File: config.mk
export PLATFORM = sky130hd
export DESIGN_NAME = led_pattern_gen
export DESIGN_NICKNAME = d
export VERILOG_FILES = /design/src/rtl/led_pattern_gen.sv
export SDC_FILE = /design/constraint.sdc
export NUM_CORES = 1
export LEC_CHECK = 0
export ABC_AREA = 1
export BUFFER_PORTS_ARGS = -buffer_cell sky130_fd_sc_hd__buf_4
export CORE_ASPECT_RATIO = 1.5
export CORE_MARGIN = 4
export CORE_UTILIZATION = 54
export DETAILED_ROUTE_END_ITERATION = 12
export GPL_TIMING_DRIVEN = 0
export PLACE_DENSITY = 0.85
export SLEW_MARGIN = 20
export SYNTH_ARGS = -nofsm -noshare
export SYNTH_HDL_FRONTEND = slang
export SYNTH_SLANG_ARGS = --single-unit
File: constraint.sdc
create_clock -name clk -period 3.4 [get_ports clk]
set_clock_uncertainty 0.2 [all_clocks]
set_input_delay 0.34 -clock clk [delete_from_list [all_inputs] [get_ports clk]]
set_output_delay 0.34 -clock clk [all_outputs]
set_load 0.05 [all_outputs]
File: src/rtl/led_pattern_gen.sv
// LED pattern generator: drives the board LEDs from the control and period
// register words (static, blink, bouncing LED, PWM dimming), all paced by a
// programmable prescaler tick.
//
// state      | meaning
// -----------+---------------------------------------------------------------
// S_DISABLED | LEDs off, counters held at their reset values
// S_LOAD     | one cycle: counters cleared, LEDs set to the pattern's start
// S_RUN      | prescaler running, pattern advances on each tick
module led_pattern_gen #(
    parameter int LED_W = 8,
    parameter int CNT_W = 32,
    parameter int PWM_W = 8
) (
    input  logic             clk,
    input  logic             rst,
    input  logic [31:0]      ctrl_word,
    input  logic [CNT_W-1:0] period_word,
    output logic [LED_W-1:0] led_out,
    output logic             tick_out
);

    localparam int POS_W = (LED_W > 1) ? $clog2(LED_W) : 1;
    // Only enable, duty, pattern and mode take part in change detection.
    localparam logic [31:0] CTRL_MASK = 32'h80FF_FF03;

    typedef enum logic [1:0] {
        S_DISABLED = 2'd0,
        S_LOAD     = 2'd1,
        S_RUN      = 2'd2
    } state_t;

    state_t             state_q, state_d;
    logic [31:0]        ctrl_q, ctrl_d;
    logic [CNT_W-1:0]   period_q, period_d;
    logic [CNT_W-1:0]   presc_cnt_q, presc_cnt_d;
    logic               tick_q, tick_d;
    logic [LED_W-1:0]   led_q, led_d;
    logic               blink_phase_q, blink_phase_d;
    logic [POS_W-1:0]   bounce_pos_q, bounce_pos_d;
    logic               bounce_down_q, bounce_down_d;
    logic [PWM_W-1:0]   pwm_cnt_q, pwm_cnt_d;

    logic               change;
    logic [1:0]         mode;
    logic [LED_W-1:0]   pattern;
    logic [PWM_W-1:0]   duty;
    logic [LED_W-1:0]   led_init;
    logic [POS_W-1:0]   pos_next;
    logic [PWM_W-1:0]   pwm_next;

    // Decode the shadowed control word and the pattern's starting output.
    always_comb begin
        mode     = ctrl_q[1:0];
        pattern  = LED_W'(ctrl_q[15:8]);
        duty     = PWM_W'(ctrl_q[23:16]);
        change   = ((ctrl_word & CTRL_MASK) != ctrl_q) || (period_word != period_q);
        led_init = pattern;
        if (mode == 2'd2) begin
            led_init = LED_W'(1);
        end else if (mode == 2'd3 && duty == '0) begin
            led_init = '0;
        end
    end

    // Next-state, prescaler and pattern stepping.
    always_comb begin
        state_d       = state_q;
        ctrl_d        = ctrl_word & CTRL_MASK;
        period_d      = period_word;
        presc_cnt_d   = presc_cnt_q;
        tick_d        = 1'b0;
        led_d         = led_q;
        blink_phase_d = blink_phase_q;
        bounce_pos_d  = bounce_pos_q;
        bounce_down_d = bounce_down_q;
        pwm_cnt_d     = pwm_cnt_q;
        pos_next      = bounce_pos_q;
        pwm_next      = pwm_cnt_q + PWM_W'(1);

        case (state_q)
            S_DISABLED: begin
                led_d         = '0;
                presc_cnt_d   = '0;
                blink_phase_d = 1'b1;
                bounce_pos_d  = '0;
                bounce_down_d = 1'b0;
                pwm_cnt_d     = '0;
                if (ctrl_word[31]) begin
                    state_d = S_LOAD;
                end
            end

            S_LOAD: begin
                led_d         = led_init;
                presc_cnt_d   = '0;
                blink_phase_d = 1'b1;
                bounce_pos_d  = '0;
                bounce_down_d = 1'b0;
                pwm_cnt_d     = '0;
                // A change landing during the load cycle is already in the
                // shadow, so reload once more rather than miss it.
                if (!ctrl_word[31]) begin
                    state_d = S_DISABLED;
                end else if (change) begin
                    state_d = S_LOAD;
                end else begin
                    state_d = S_RUN;
                end
            end

            S_RUN: begin
                if (!ctrl_word[31]) begin
                    state_d = S_DISABLED;
                end else if (change) begin
                    state_d = S_LOAD;
                end else if (presc_cnt_q == period_q) begin
                    presc_cnt_d = '0;
                    tick_d      = 1'b1;
                    case (mode)
                        2'd0: led_d = pattern;
                        2'd1: begin
                            blink_phase_d = ~blink_phase_q;
                            led_d         = blink_phase_q ? '0 : pattern;
                        end
                        2'd2: begin
                            if (bounce_down_q) begin
                                pos_next = bounce_pos_q - POS_W'(1);
                                if (pos_next == '0) begin
                                    bounce_down_d = 1'b0;
                                end
                            end else begin
                                pos_next = bounce_pos_q + POS_W'(1);
                                if (pos_next == POS_W'(LED_W - 1)) begin
                                    bounce_down_d = 1'b1;
                                end
                            end
                            bounce_pos_d = pos_next;
                            led_d        = LED_W'(1) << pos_next;
                        end
                        default: begin
                            pwm_cnt_d = pwm_next;
                            led_d     = (pwm_next < duty) ? pattern : '0;
                        end
                    endcase
                end else begin
                    presc_cnt_d = presc_cnt_q + CNT_W'(1);
                end
            end

            default: state_d = S_DISABLED;
        endcase
    end

    // State, shadow and counter registers with synchronous reset.
    always_ff @(posedge clk) begin
        if (rst) begin
            state_q       <= S_DISABLED;
            ctrl_q        <= '0;
            period_q      <= '0;
            presc_cnt_q   <= '0;
            tick_q        <= 1'b0;
            led_q         <= '0;
            blink_phase_q <= 1'b1;
            bounce_pos_q  <= '0;
            bounce_down_q <= 1'b0;
            pwm_cnt_q     <= '0;
        end else begin
            state_q       <= state_d;
            ctrl_q        <= ctrl_d;
            period_q      <= period_d;
            presc_cnt_q   <= presc_cnt_d;
            tick_q        <= tick_d;
            led_q         <= led_d;
            blink_phase_q <= blink_phase_d;
            bounce_pos_q  <= bounce_pos_d;
            bounce_down_q <= bounce_down_d;
            pwm_cnt_q     <= pwm_cnt_d;
        end
    end

    assign led_out  = led_q;
    assign tick_out = tick_q;

endmodule

== Word-level counts from Yosys, hierarchy flattened ==
Index checks and enable logic that the tools add are counted.
Widths: inputs -> output; s select.

* Add/subtract/negate cells: 4
* $lt $le $gt $ge: 1
* Eq/ne operators: 17
* Shift-type cells: 1
* Multiplexer cells: 49
* Bitwise operators: 3
* Reductions and logical operators: 17

{| class="wikitable"
|+ Operator list
! operator !! count
|-
| $mux 32 || 3
|-
| $mux 8 || 11
|-
| $ne 32x32->1 || 2
|-
| $pmux 32 s2 || 1
|-
| $pmux 8 s3 || 2
|-
| $add 32x1->32 const B || 1
|-
| $eq 32x32->1 || 1
|-
| $mux 3 || 10
|-
| $pmux 8 s2 || 1
|-
| $reduce_and 5->1 || 3
|-
| $mux 1 || 12
|-
| $ne 2x2->1 const B || 6
|-
| $mux 2 || 5
|-
| $add 8x1->8 const B || 1
|-
| $logic_not 8->1 || 1
|-
| $lt 8x8->1 || 1
|-
| $shl 1x3->8 const A || 1
|-
| $eq 2x2->1 const B || 3
|-
| $pmux 2 s3 || 1
|-
| $pmux 3 s2 || 1
|-
| $eq 2x1->1 const B || 2
|-
| $logic_not 2->1 || 2
|-
| $pmux 1 s2 || 2
|-
| $reduce_and 4->1 || 1
|-
| 16 further kinds || 18
|}

* Flip-flop bits (word level): 120
* Output and inout port bits: 9
* Word-level logic and storage cells: 103

== Depth between registers and ports, before layout ==
* Depth in word-level cells: 13
* Mapped depth: 16
* Gate-level depth less buffers: 16

== Least setup slack after synthesis ==
OpenSTA, ideal clock, no wires.

* Path type: flip-flop to flip-flop
* From: reg pwm_cnt_q[2]
* To: reg led_q[4] (netlist: led_out[4])
* Library setup time: 0.069 ns
* Arrival time: 2.203 ns
* Data required time: 3.131 ns
* Path slack: 0.928 ns
* Stages on the path, launching flop included: 15
* Period minus slack after synthesis: 2.472 ns
* Cells stage by stage: dfxtp_1 inv_1 nor3_1 nand4_1 nor2_1 nand2_1 and2_1 ha_1 nand2_1 nor2_1 a211oi_1 nand2_1 o21ai_0 a21boi_0 o21ai_1

* Cells in the longest elaborated chain, start to end: 8

{| class="wikitable"
|+ Ends and longest elaborated chain
! item !! RTL line !! RTL
|-
| from (decl) || 42 || <nowiki>logic [PWM_W-1:0] pwm_cnt_q, pwm_cnt_d;</nowiki>
|-
| from (signal assigned) || 178 || <nowiki>pwm_cnt_q <= pwm_cnt_d;</nowiki>
|-
| $add 8x1->8 || 79 || <nowiki>pwm_next = pwm_cnt_q + PWM_W'(1);</nowiki>
|-
| $lt 8x8->1 || 143 || <nowiki>led_d = (pwm_next < duty) ? pattern : '0;</nowiki>
|-
| $mux 8 || 143 ||
|-
| $pmux 8 s3 || 120 || <nowiki>case (mode)</nowiki>
|-
| $mux 8 || 117 || <nowiki>end else if (presc_cnt_q == period_q) begin</nowiki>
|-
| $mux 8 || 115 || <nowiki>end else if (change) begin</nowiki>
|-
| $mux 8 || 113 || <nowiki>if (!ctrl_word[31]) begin</nowiki>
|-
| $pmux 8 s3 || 81 || <nowiki>case (state_q)</nowiki>
|-
| to (signal assigned) || 174 || <nowiki>led_q <= led_d;</nowiki>
|-
| to (decl) || 38 || <nowiki>logic [LED_W-1:0] led_q, led_d;</nowiki>
|}

No other way between the ends. The select of a mux whose other input is x is not followed.
A chain may end at the register's enable or synchronous reset.

== Final worst setup path ==
* From: reg pwm_cnt_q[1]
* To: reg led_q[1] (netlist: led_out[1])

The elaborated chain is that of the path after synthesis.

==> flow_metrics.py <==
metrics = {
    "power": {
        "power_density_nw_per_um2": 395,
        "p_comb_frac": 0.190,
        "power_frac_seq": 0.441,
        "power_switching_uw": 914,
        "intPower_mw": 2.18,
        "leakage_nw": 3.57,
        "swShare": 0.296,
        "ir_drop_uv": 234,
        "p_total_mw": 3.09,
        "p_clk_frac": 0.369,
    },
    "yosys": {
        "synthCells": 1124,
        "synth_top_family_by_area": "simple AND/OR/NAND/NOR gates",
        "synth_xor_area_frac": 0.0703,
        "synth_top_cell_by_area": "dfxtp_1",
        "synthSimpleGateAreaFrac": 0.407,
        "syn_nets": 1208,
        "synth_mux_area_frac": 0,
        "ys_seq_area_frac": 0.313,
        "ys_top_cells_by_area": "dfxtp_1 (31%), nand2_1 (19%), nor2_1 (10%)",
        "synth_area_um2": 6850,
        "ys_ff_latch": 107,
        "yosys_warnings": 0,
        "synth_cell_types": 35,
        "avgSynthCellArea_um2": 6.09,
        "synth_top_cell_area_share": 0.313,
        "synth-compound-area-share": 0.0744,
        "synth_fa_ha_area_frac": 0.0329,
    },
    "sta": {
        "clock.fmax_mhz": 328,
        "hold_viol_final": 2,
        "worstMarginPinSlew_ps": 632,
        "setup_tns_ps": 0,
        "max-slew-margin-rel": 0.578,
        "post-route-period-util": 0.898,
        "maxSlewViolCount": 0,
        "whs_ps": -2.22,
        "setup_viol": 0,
        "fin_ws_ps": 348,
        "grt_setup_unrepaired": "no",
        "period_needed_ps": 3050,
    },
    "global_route": {
        "antenna_found_initial": 0,
        "grt_max_degree": 18,
        "track_usage": 0.254,
        "grt_pass1_wl_mm": 30.0,
        "grt_pass1_vias": 6635,
        "gr-total-overflow": 0,
    },
    "floorplan": {
        "row_count": 50,
        "core_um2": 12400,
        "die_h_um": 146,
        "ioPinCount": 75,
        "initial_utilization": 0.550,
        "dieArea_um2": 14600,
        "fp.dieW_um": 99.9,
    },
    "final_layout": {
        "diodes": 0,
        "synthToLayoutAreaGrowth_pct": 14.3,
        "layout_common_cells": "nand2_1 (342), nor2_1 (188), inv_1 (147)",
        "finish.instance_area_um2": 7820,
        "fin_nets": 1280,
        "drive_above_1_share": 0.0908,
        "postLayoutCoreUtil": 0.628,
        "fin_cells": 1357,
        "layout_commonest_cell": "nand2_1",
    },
    "route": {
        "finalWirelength_mm": 18.4,
        "viasPerCell": 5.17,
        "final_antenna_net_count": 0,
        "drc": 0,
        "dr_total_vias": 7022,
        "wire_per_inst_um": 13.5,
        "dr.pass1.iters": 5,
        "drt-initial-drc-count": 444,
    },
    "clock_network": {
        "clock_path_buffers": 2,
        "ctsHoldBuffers": 0,
        "clock_latency_ps": 350,
        "htreeDepth": 3,
        "clkSlewWorstSetupHoldPaths_ps": 70,
        "cts-root-buf": "clkbuf_16",
        "cts_buffers": 9,
        "cts_num_sinks": 107,
        "post-cts-setup-buffers": 0,
        "cts_tree": "yes",
    },
    "job": {
        "maxCapViolations": 0,
    },
    "setup_path": {
        "required_ps": 3490,
        "arrival_ps": 3140,
        "crit_fanout": 5,
        "worst_setup_path_end_kind": "flip-flop",
        "crit_type": "reg2reg",
        "critPathLaunchType": "flip-flop",
    },
    "place": {
        "place_area_um2": 7500,
        "place_inst": 1341,
        "hpwl_mm": 14.5,
        "pre_cts_ws_ps": 222,
        "portBuffers": 61,
        "place_congestion": 0.994,
    },
    "run_status": {
        "violations": "negative hold slack",
        "status": "finished with violations",
    },
    "worst_hold_path": {
        "hold_path_class": "in2reg",
    },
}
-- cell type report --
type	instances	area, um2
Inverter	151	567
Clock inverter	6	88.8
Buffer	31	133
Fill cell	1175	4630
Clock buffer	10	229
Tap cell	156	195
Sequential cell	107	2140
Timing Repair Buffer	61	458
Multi-Input combinational cell	835	4010
-- worst max-delay path, cell delays in order (launching register included) --
cell,delay [ps]
dfxtp_1,360
inv_1,70
nor3_2,310
nand4_1,190
nor2_1,130
nand2_1,50
and2_1,180
ha_1,290
nand2_1,90
nor2_1,50
a211oi_1,360
nand2_1,210
o21ai_0,190
a21boi_0,170
o21ai_1,140
-- routing by layer --
| metal | up-vias | GRT usage | part of all wire |
|---|---|---|---|
| met4 | 0 | 0.144 | 0.056 |
| met3 | 68 | 0.0326 | 0.049 |
| met2 | 209 | 0.478 | 0.53 |
| met5 | - | 0 | 0 |
| li1 | 3629 | - | - |
| met1 | 3116 | 0.261 | 0.37 |
-- flip-flops by register name, indices dropped and copies added, names as in the netlist --
| name | count |
|---|---|
| state_q | 2 |
| blink_phase_q | 1 |
| pwm_cnt_q | 8 |
| bounce_down_q | 1 |
| led_out | 8 |
| bounce_pos_q | 3 |
| period_q | 32 |
| tick_out | 1 |
| presc_cnt_q | 32 |
| ctrl_q | 19 |
-- kinds of logic after synthesis --
| logic type | count (synthesis) |
|---|---|
| flops | 107 |
| compound gates | 91 |
| buf+inv | 182 |
| xor+xnor | 55 |
| simple gates | 671 |
| fa+ha+maj | 18 |
-- timing repair --
item	in CTS	in global routing
gates resized for setup	0	1
setup endpoints to repair	0	3
hold endpoints to repair	0	0
-- cells in the mapped netlist --
| master | n |
|---|---|
| o21bai_2 | 1 |
| inv_1 | 147 |
| o21ai_0 | 18 |
| ha_1 | 18 |
| nand3_1 | 78 |
| a31oi_1 | 2 |
| nand3_2 | 1 |
| nor2_2 | 1 |
| nand2_2 | 2 |
| a211oi_1 | 1 |
| and2_1 | 2 |
| dfxtp_1 | 107 |
| buf_2 | 10 |
| buf_4 | 1 |
| nor2_4 | 2 |
| nand4_1 | 23 |
| o21ai_1 | 6 |
| buf_1 | 6 |
| or2_2 | 7 |
| a21boi_0 | 7 |
| xor2_1 | 12 |
| nand3b_1 | 6 |
| inv_2 | 3 |
| o211ai_1 | 1 |
| nand3_4 | 1 |
| o21ai_4 | 1 |
| nand2_1 | 342 |
| xnor2_1 | 43 |
| nand2_4 | 1 |
| nor3_1 | 17 |
| a21oi_1 | 53 |
| clkinv_1 | 1 |
| nor2_1 | 188 |
| a21oi_4 | 1 |
| clkbuf_1 | 14 |
-- power groups by stage --
stage                     sequential (mW)  combinational [mW]  clock (mW)
after floorplan                      1.39               0.398           0
after global placement               1.39               0.571           0
after detailed placement             1.39               0.584           0
after CTS                            1.36               0.588        1.14
after global routing                 1.37               0.670        1.20
final                                1.36               0.589        1.14
-- final timing paths --
path	slack (ps)	depth (start not counted)	to	startpoint
worst max-delay path	350	14	led_out[1]	pwm_cnt_q[1]
worst min-delay path	-2	3	ctrl_q[15]	ctrl_word[15]
worst max register to register	350	14	led_out[1]	pwm_cnt_q[1]
worst min register to register	280	2	led_out[6]	led_out[6]
Power figures use the tool's default switching activity.
